$ cat src/rtl/muldiv_ctrl.sv
// muldiv_ctrl: iterative MIPS-style mult/div unit owning the HI/LO registers.
// One bit per cycle for 32 cycles, then a two-cycle sign-fixup/writeback phase.
module muldiv_ctrl (
   input  logic        i_clk,
   input  logic        i_rst,
   input  logic        i_Start,
   input  logic [1:0]  i_Op,
   input  logic [31:0] i_A,
   input  logic [31:0] i_B,
   input  logic        i_Cancel,
   input  logic        i_HiLoRead,
   input  logic        i_WrHi,
   input  logic        i_WrLo,
   input  logic [31:0] i_WrData,
   output logic [31:0] o_Hi,
   output logic [31:0] o_Lo,
   output logic        o_Busy,
   output logic        o_Stall,
   output logic        o_Done,
   output logic        o_DivZero
);
   localparam logic [1:0] IDLE = 2'd0, CALC = 2'd1, FIX = 2'd2;
   logic [1:0]  state;
   logic [4:0]  cnt;
   logic        isDiv, signA, signB, zeroPend;
   logic [31:0] aReg, bReg, aMag, bMag;
   logic [63:0] acc, calcNext, fixNext;
   logic [32:0] mulSum, divTrial;
   logic        isSigned, zeroDiv;
   always_comb begin
      isSigned = ~i_Op[0];
      zeroDiv  = i_Op[1] & (i_B == 32'd0);
      aMag     = (isSigned & i_A[31]) ? -i_A : i_A;
      bMag     = (isSigned & i_B[31]) ? -i_B : i_B;
      mulSum   = {1'b0, acc[63:32]} + (acc[0] ? {1'b0, aReg} : 33'd0);
      divTrial = {acc[63:32], acc[31]} - {1'b0, bReg};
      // acc holds {product} for mult, {remainder, quotient/dividend} for div
      calcNext = isDiv ? (divTrial[32] ? {acc[62:0], 1'b0} : {divTrial[31:0], acc[30:0], 1'b1})
                       : {mulSum, acc[31:1]};
      fixNext  = isDiv ? {signA ? -acc[63:32] : acc[63:32], (signA ^ signB) ? -acc[31:0] : acc[31:0]}
                       : ((signA ^ signB) ? -acc : acc);
      o_Busy   = state != IDLE;
      o_Stall  = o_Busy & (i_HiLoRead | i_Start | i_WrHi | i_WrLo);
   end
   always_ff @(posedge i_clk) begin
      if (i_rst) begin
         state <= IDLE;
         cnt <= 5'd0;
         isDiv <= 1'b0;
         signA <= 1'b0;
         signB <= 1'b0;
         zeroPend <= 1'b0;
         aReg <= 32'd0;
         bReg <= 32'd0;
         acc <= 64'd0;
         o_Hi <= 32'd0;
         o_Lo <= 32'd0;
         o_Done <= 1'b0;
         o_DivZero <= 1'b0;
      end else begin
         o_Done <= 1'b0;
         o_DivZero <= 1'b0;
         if (state == IDLE) begin
            if (i_WrHi) o_Hi <= i_WrData;
            if (i_WrLo) o_Lo <= i_WrData;
            if (i_Start & ~i_Cancel) begin
               aReg <= aMag;
               bReg <= bMag;
               isDiv <= i_Op[1];
               cnt <= 5'd0;
               zeroPend <= zeroDiv;
               signA <= isSigned & i_A[31] & ~zeroDiv;
               signB <= isSigned & i_B[31] & ~zeroDiv;
               acc <= zeroDiv ? {i_A, 32'hFFFF_FFFF} : {32'd0, i_Op[1] ? aMag : bMag};
               state <= zeroDiv ? FIX : CALC;
            end
         end else if (i_Cancel) begin
            state <= IDLE;
            cnt <= 5'd0;
         end else if (state == CALC) begin
            acc <= calcNext;
            cnt <= cnt + 5'd1;
            if (cnt == 5'd31) state <= FIX;
         end else if (cnt == 5'd0) begin
            acc <= fixNext;
            cnt <= 5'd1;
         end else begin
            {o_Hi, o_Lo} <= acc;
            o_Done <= 1'b1;
            o_DivZero <= zeroPend;
            state <= IDLE;
            cnt <= 5'd0;
         end
      end
   end
endmodule

$ cat config.mk
export PLATFORM = sky130hd
export DESIGN_NAME = muldiv_ctrl
export DESIGN_NICKNAME = d
export VERILOG_FILES = /design/src/rtl/muldiv_ctrl.sv
export SDC_FILE = /design/constraint.sdc
export NUM_CORES = 1
export LEC_CHECK = 0
export BUFFER_PORTS_ARGS = -buffer_cell sky130_fd_sc_hd__buf_2
export CORE_ASPECT_RATIO = 1.5
export CORE_MARGIN = 2
export CORE_UTILIZATION = 45
export DETAILED_ROUTE_END_ITERATION = 7
export PLACE_DENSITY = 0.66
export SYNTH_ARGS = -nofsm -noshare
export SYNTH_HDL_FRONTEND = slang
export SYNTH_SLANG_ARGS = --single-unit
$ cat constraint.sdc
create_clock -name i_clk -period 3.5 [get_ports i_clk]
set_input_delay 0 -clock i_clk [delete_from_list [all_inputs] [get_ports i_clk]]
set_output_delay 0 -clock i_clk [all_outputs]
set_load 0.02 [all_outputs]
* After elaboration in Yosys (flattened, before gate mapping)
Index checks and enable logic that the tools add are counted.
Word-level totals: register bits 205, input bits 105, word-level logic and storage cells 101
Cells by class: $add $sub $neg 8, equal/unequal tests 11, multiplexer cells 39, bitwise logic cells 14, reduce and logical (&&, ||, !) cells 15
Operator list (count):
- 2-to-1 mux 64 bit | 10
- 2-to-1 mux 32 bit | 16
- negator 32 bit | 4
- negator 64 bit | 1
- adder 32 x 32 -> 33 bit | 1
- subtractor 33 x 32 -> 33 bit | 1
- logical NOT 32 bit | 1
- 2-to-1 mux 5 bit | 4
- 2-to-1 mux 2 bit | 7
- AND reduction 4 bit | 3
- inequality test 2 bit (second input constant) | 4
- bitwise AND 1 bit | 7
- nonzero test 3 bit | 2
- adder 5 x 1 -> 5 bit (second input constant) | 1
- == test 5 bit (second input constant) | 1
- logical NOT 5 bit | 1
- AND reduction 5 bit | 1
- OR reduction 5 bit | 1
- inequality test 2 x 1 -> 1 bit (second input constant) | 2
- inequality test 4 x 1 -> 1 bit (second input constant) | 1
- inequality test 4 x 3 -> 1 bit (second input constant) | 1
- inequality test 4 bit (second input constant) | 1
- nonzero test 4 bit | 1
- OR reduction 4 bit | 1
- other kinds (9) | 14

* Logic depth before layout (Yosys ltp)
depth after elaboration 7, depth in mapped cells 14, mapped depth without buffers 12

* Least setup slack after synthesis
Ideal clock, no wire load.
path type reg2reg, start point reg acc[0], end point reg acc[61], arrival time 3.116 ns, data required time 3.371 ns, path slack 0.255 ns, cell stages (with the launch flop) 15, period minus slack after synthesis 3.245 ns, cell sequence dfxtp_1 > clkbuf_1 > clkbuf_1 > and2_1 > ha_1 > fa_1 > a211oi_1 > o21ai_0 > a31oi_1 > a21boi_0 > o31a_1 > a221oi_1 > xnor2_1 > a2bb2oi_1 > o211ai_1
Between the ends: cells in the longest elaborated chain, start to end 7
Ends and longest elaborated chain:
- start, declared | line 27 | logic [63:0] acc, calcNext, fixNext;
- start signal, assigned | line 74 | acc <= zeroDiv ? {i_A, 32'hFFFF_FFFF} : {32'd0, i_Op[1] ? aMag : bMag};
- start signal, assigned | line 81 | acc <= calcNext;
- start signal, assigned | line 85 | acc <= fixNext;
- negator 64 bit | line 41 | : ((signA ^ signB) ? -acc : acc);
- 2-to-1 mux 64 bit | line 41
- 2-to-1 mux 64 bit | line 40 | fixNext = isDiv ? {signA ? -acc[63:32] : acc[63:32], (signA ^ signB) ? -acc[31:0] : acc[31:0]}
- 2-to-1 mux 64 bit | line 84 | end else if (cnt == 5'd0) begin
- 2-to-1 mux 64 bit (*) | line 80 | end else if (state == CALC) begin
- 2-to-1 mux 64 bit (*) | line 77 | end else if (i_Cancel) begin
- 2-to-1 mux 64 bit (*) | line 63 | if (state == IDLE) begin
Mark *: on every way between the ends. The rest lies on a longest branch, timed or not. The select of a mux whose other input is x is not followed. A chain may end at the register's enable or synchronous reset.

* Final worst setup path
start point reg acc[48], end point reg acc[57]
Between the ends: cells in the longest elaborated chain, start to end 7
Ends and longest elaborated chain (line):
- negator 64 bit / negator 32 bit (equally long branches) | 41, 40
- 2-to-1 mux 64 bit / 2-to-1 mux 32 bit (equally long branches) | 41, 40
- 2-to-1 mux 64 bit | 40
- 2-to-1 mux 64 bit | 84
- 2-to-1 mux 64 bit (*) | 80
- 2-to-1 mux 64 bit (*) | 77
- 2-to-1 mux 64 bit (*) | 63
Marked as above.

==> impl_metrics.ini <==
[synthesis]
synth-seq-cells = 205
synth_warnings = 0
synth.distinct_cells = 91
syn_area_per_cell_um2 = 7.407
synth_seq_area_share_pct = 25.14
synth_area_mm2 = 0.01633
synth-edff-count = 0
synth_flop_cell = dfxtp_1
syn_inst = 2204
syn-num-nets = 2382
async_reset_ff_share_pct = 0

[die]
die_area_mm2 = 0.03785
io_pins = 173
die_w_um = 159.5
initial_utilization_pct = 45.55
core_mm2 = 0.03584
die_y_um = 237.3
num_rows = 85

[sta]
clock.fmax_mhz = 292.0
fin_setup_tns_ps = 0
finalCritPeriodShare_pct = 97.84
slew_headroom_pct = 40.47
drv_slew = 0
layout_setup_ws_ps = 75.49
hold_slack_ps = 5.602
finalCriticalPeriod_ps = 3425
hold_violations = 0
finalSetupViolCount = 0
clock_skew_ps = 18.13
worstMarginPinSlew_ps = 886.5
rsz0062_at_grt = true

[route]
drcViolationCount = 0
drt_iter0_drc = 1910
ant_nets = 0
wl_per_cell_um = 24.27
vias = 18310
first_pass_iters = 7
routed_wl_um = 71550
routed_via_density = 6.210

[grt]
grt_pass1_wl_um = 106500
grt_max_degree = 78
track_usage_pct = 36.65
grt_pass1_vias = 17580
overflow = 0
antenna_found_initial = 1

[setup_path]
cp_max_fo = 7
rr_worst_depth = 10
crit_path_cell_trace = buf_4 -> or4_1 -> nor4_1 -> buf_4 -> and4_1 -> nand2_1 -> xor2_1 -> a221oi_2 -> o21ai_1 -> o31a_1
cp-end-kind = flop
timing.critical_path.from = acc[48]$_SDFFE_PP0P_
crit_end = acc[57]$_SDFFE_PP0P_
r2r_end = acc[57]$_SDFFE_PP0P_
cp_slowest_cell = nor4_1
critPathRequiredTime_ps = 3940
r2r-start = acc[48]$_SDFFE_PP0P_
slowest_delay_ps = 610
cp-start-kind = flop
reg2reg_slack_ps = 80
criticalPathCategory = flop to flop
crit_top_cell = buf_4
cp_data_arrival_time_ps = 3860

[placed_design]
io_buffers = 172
place_ws_ps = -13.40
place_congestion = 0.9995
hpwl_um = 53910

[cells_and_area]
area_growth_pct = 22.13
layout_commonest_cell = nor2_1
fill_cells = 3455
layout_common_cells = nor2_1, a21oi_1, dfxtp_1
drive_gt1_share_pct = 16.69
nNetsFinal = 2633

[clocking]
numCtsBuffers = 24
cts_max_level = 1
clk_latency_ps = 560
path_clk_slew_ps = 70
cts_root_buf = clkbuf_16
cts_tree = built
cts_buffer_depth = 3
clock_sinks = 205

[power_and_ir_drop]
total_power_uw = 9109
p_leak_uw = 0.008121
p_per_area_mw_per_mm2 = 456.8
vdd_drop_max_mv = 0.4767

[min_path]
hold_path.class = primary input to flop

[outcome]
outcome = complete, no violations

[flow_run]
cap_violations = 0
-- where the power goes --
part           internal (uW)  total, uW  switching [uW]  leakage, uW
Clock                   1590       2720            1140     0.000398
Combinational           1380       3640            2250      0.00603
Sequential              2560       2750             187      0.00169
-- cells in the mapped netlist, types with 5 or more instances --
cell type,number,share of area (%)
ha_1,71,5.4
nand4_1,14,0.54
or4_1,8,0.37
o31ai_1,12,0.55
or3_1,20,0.77
o21bai_1,7,0.32
inv_1,65,1.5
o21ai_0,93,2.9
xor2_1,55,3.0
a21o_1,31,1.4
mux2_2,14,0.97
nand3b_1,6,0.28
a2111oi_0,7,0.38
o21a_1,14,0.64
buf_2,14,0.43
a311oi_1,11,0.59
nand2b_1,18,0.69
o211ai_1,17,0.78
nand3_1,45,1.4
o31a_1,5,0.27
a221oi_1,32,1.7
dfxtp_1,205,25
nor3_1,62,1.9
and3_1,13,0.50
a21oi_1,208,6.4
o22ai_1,6,0.23
nor4_1,16,0.61
mux2_1,6,0.41
xnor2_1,90,4.8
clkbuf_1,136,3.1
and2_1,77,3.0
nor2_1,313,7.2
o41ai_1,7,0.38
a31oi_1,27,1.0
o21ai_1,10,0.31
nand2_1,133,3.1
buf_1,9,0.21
nor2b_1,15,0.57
a211oi_1,156,7.2
mux2i_1,39,2.4
a22oi_1,12,0.55
-- worst min-delay path by stage --
stage	startpoint	end	slack [ps]	depth (start not counted)
2_1_floorplan	i_Cancel	o_Done$_SDFF_PP0_	90	1
3_3_place_gp	i_Cancel	o_Done$_SDFF_PP0_	250	2
3_5_place_dp	i_Cancel	o_Done$_SDFF_PP0_	270	2
4_1_cts	i_WrData[30]	o_Hi[30]$_SDFFE_PP0P_	3	4
5_1_grt	i_B[17]	bReg[17]$_SDFFE_PP0P_	20	3
6_report	i_WrData[30]	o_Hi[30]$_SDFFE_PP0P_	6	4
-- sequential cells by signal, summed over array words and instances, names as in the netlist --
signal     count
signA          1
zeroPend       1
cnt            5
signB          1
isDiv          1
acc           64
o_Lo          32
aReg          32
state          2
bReg          32
o_DivZero      1
o_Done         1
o_Hi          32
-- timing repair --
item,CTS,global route
hold endpoints to repair,119,0
setup endpoints to repair,1,26
setup buffers,0,1
pin swaps,0,2
hold buffers,77,0
gates resized for setup,1,13
-- cell families after synthesis --
kind of cell | after synthesis | share of synthesized area, %
AO/OA/AOI/OAI | 713 | 29.04
XOR/XNOR | 145 | 7.779
adder cells (fa/ha/maj) | 73 | 5.687
buffers and inverters | 233 | 5.664
flip-flops | 205 | 25.14
multiplexers | 59 | 3.771
AND/OR/NAND/NOR | 776 | 22.92
-- routing by layer --
layer  vias up  routed length [um]  GRT usage [%]  share of wire [%]
met3       279                5004          4.362                7.0
li1       8539                   -              -                  -
met4         0                7083          31.60                9.9
met2       974               32940          60.28                 46
met5         -                   0              0                  0
met1      8514               26510          42.20                 37
-- critical path: cells and delay by family, from the launching register on --
kind	cells	cell delay [ps]
AOI/OAI and AO/OA	3	630
and+or+nand+nor	4	1760
xor gates and xnor gates	1	170
DFF	1	310
buffers and inverters	2	420
-- layout make-up --
type | instances | area (um2) | share of cell area (%)
Multi-Input combinational cell | 1766 | 11380 | 57.06
Clock buffer | 29 | 671.9 | 3.370
Clock inverter | 11 | 145.1 | 0.7280
Antenna cell | 1 | 2.502 | 0.01255
Tap cell | 478 | 598.1 | 3.000
Timing Repair Buffer | 392 | 2786 | 13.98
Sequential cell | 205 | 4109 | 20.61
Inverter | 66 | 247.7 | 1.243
-- stage by stage --
| stage | utilization [%] | std cells | area, um2 |
|---|---|---|---|
| floorplan | - | 2204 | 16330 |
| global placement | 51.01 | 2829 | 18280 |
| detailed placement | 51.01 | 2829 | 18280 |
| CTS | 55.46 | 2946 | 19880 |
| global route | 55.62 | 2947 | 19940 |
| finish | 55.63 | 2948 | 19940 |
(Power assumes the default switching activity.)
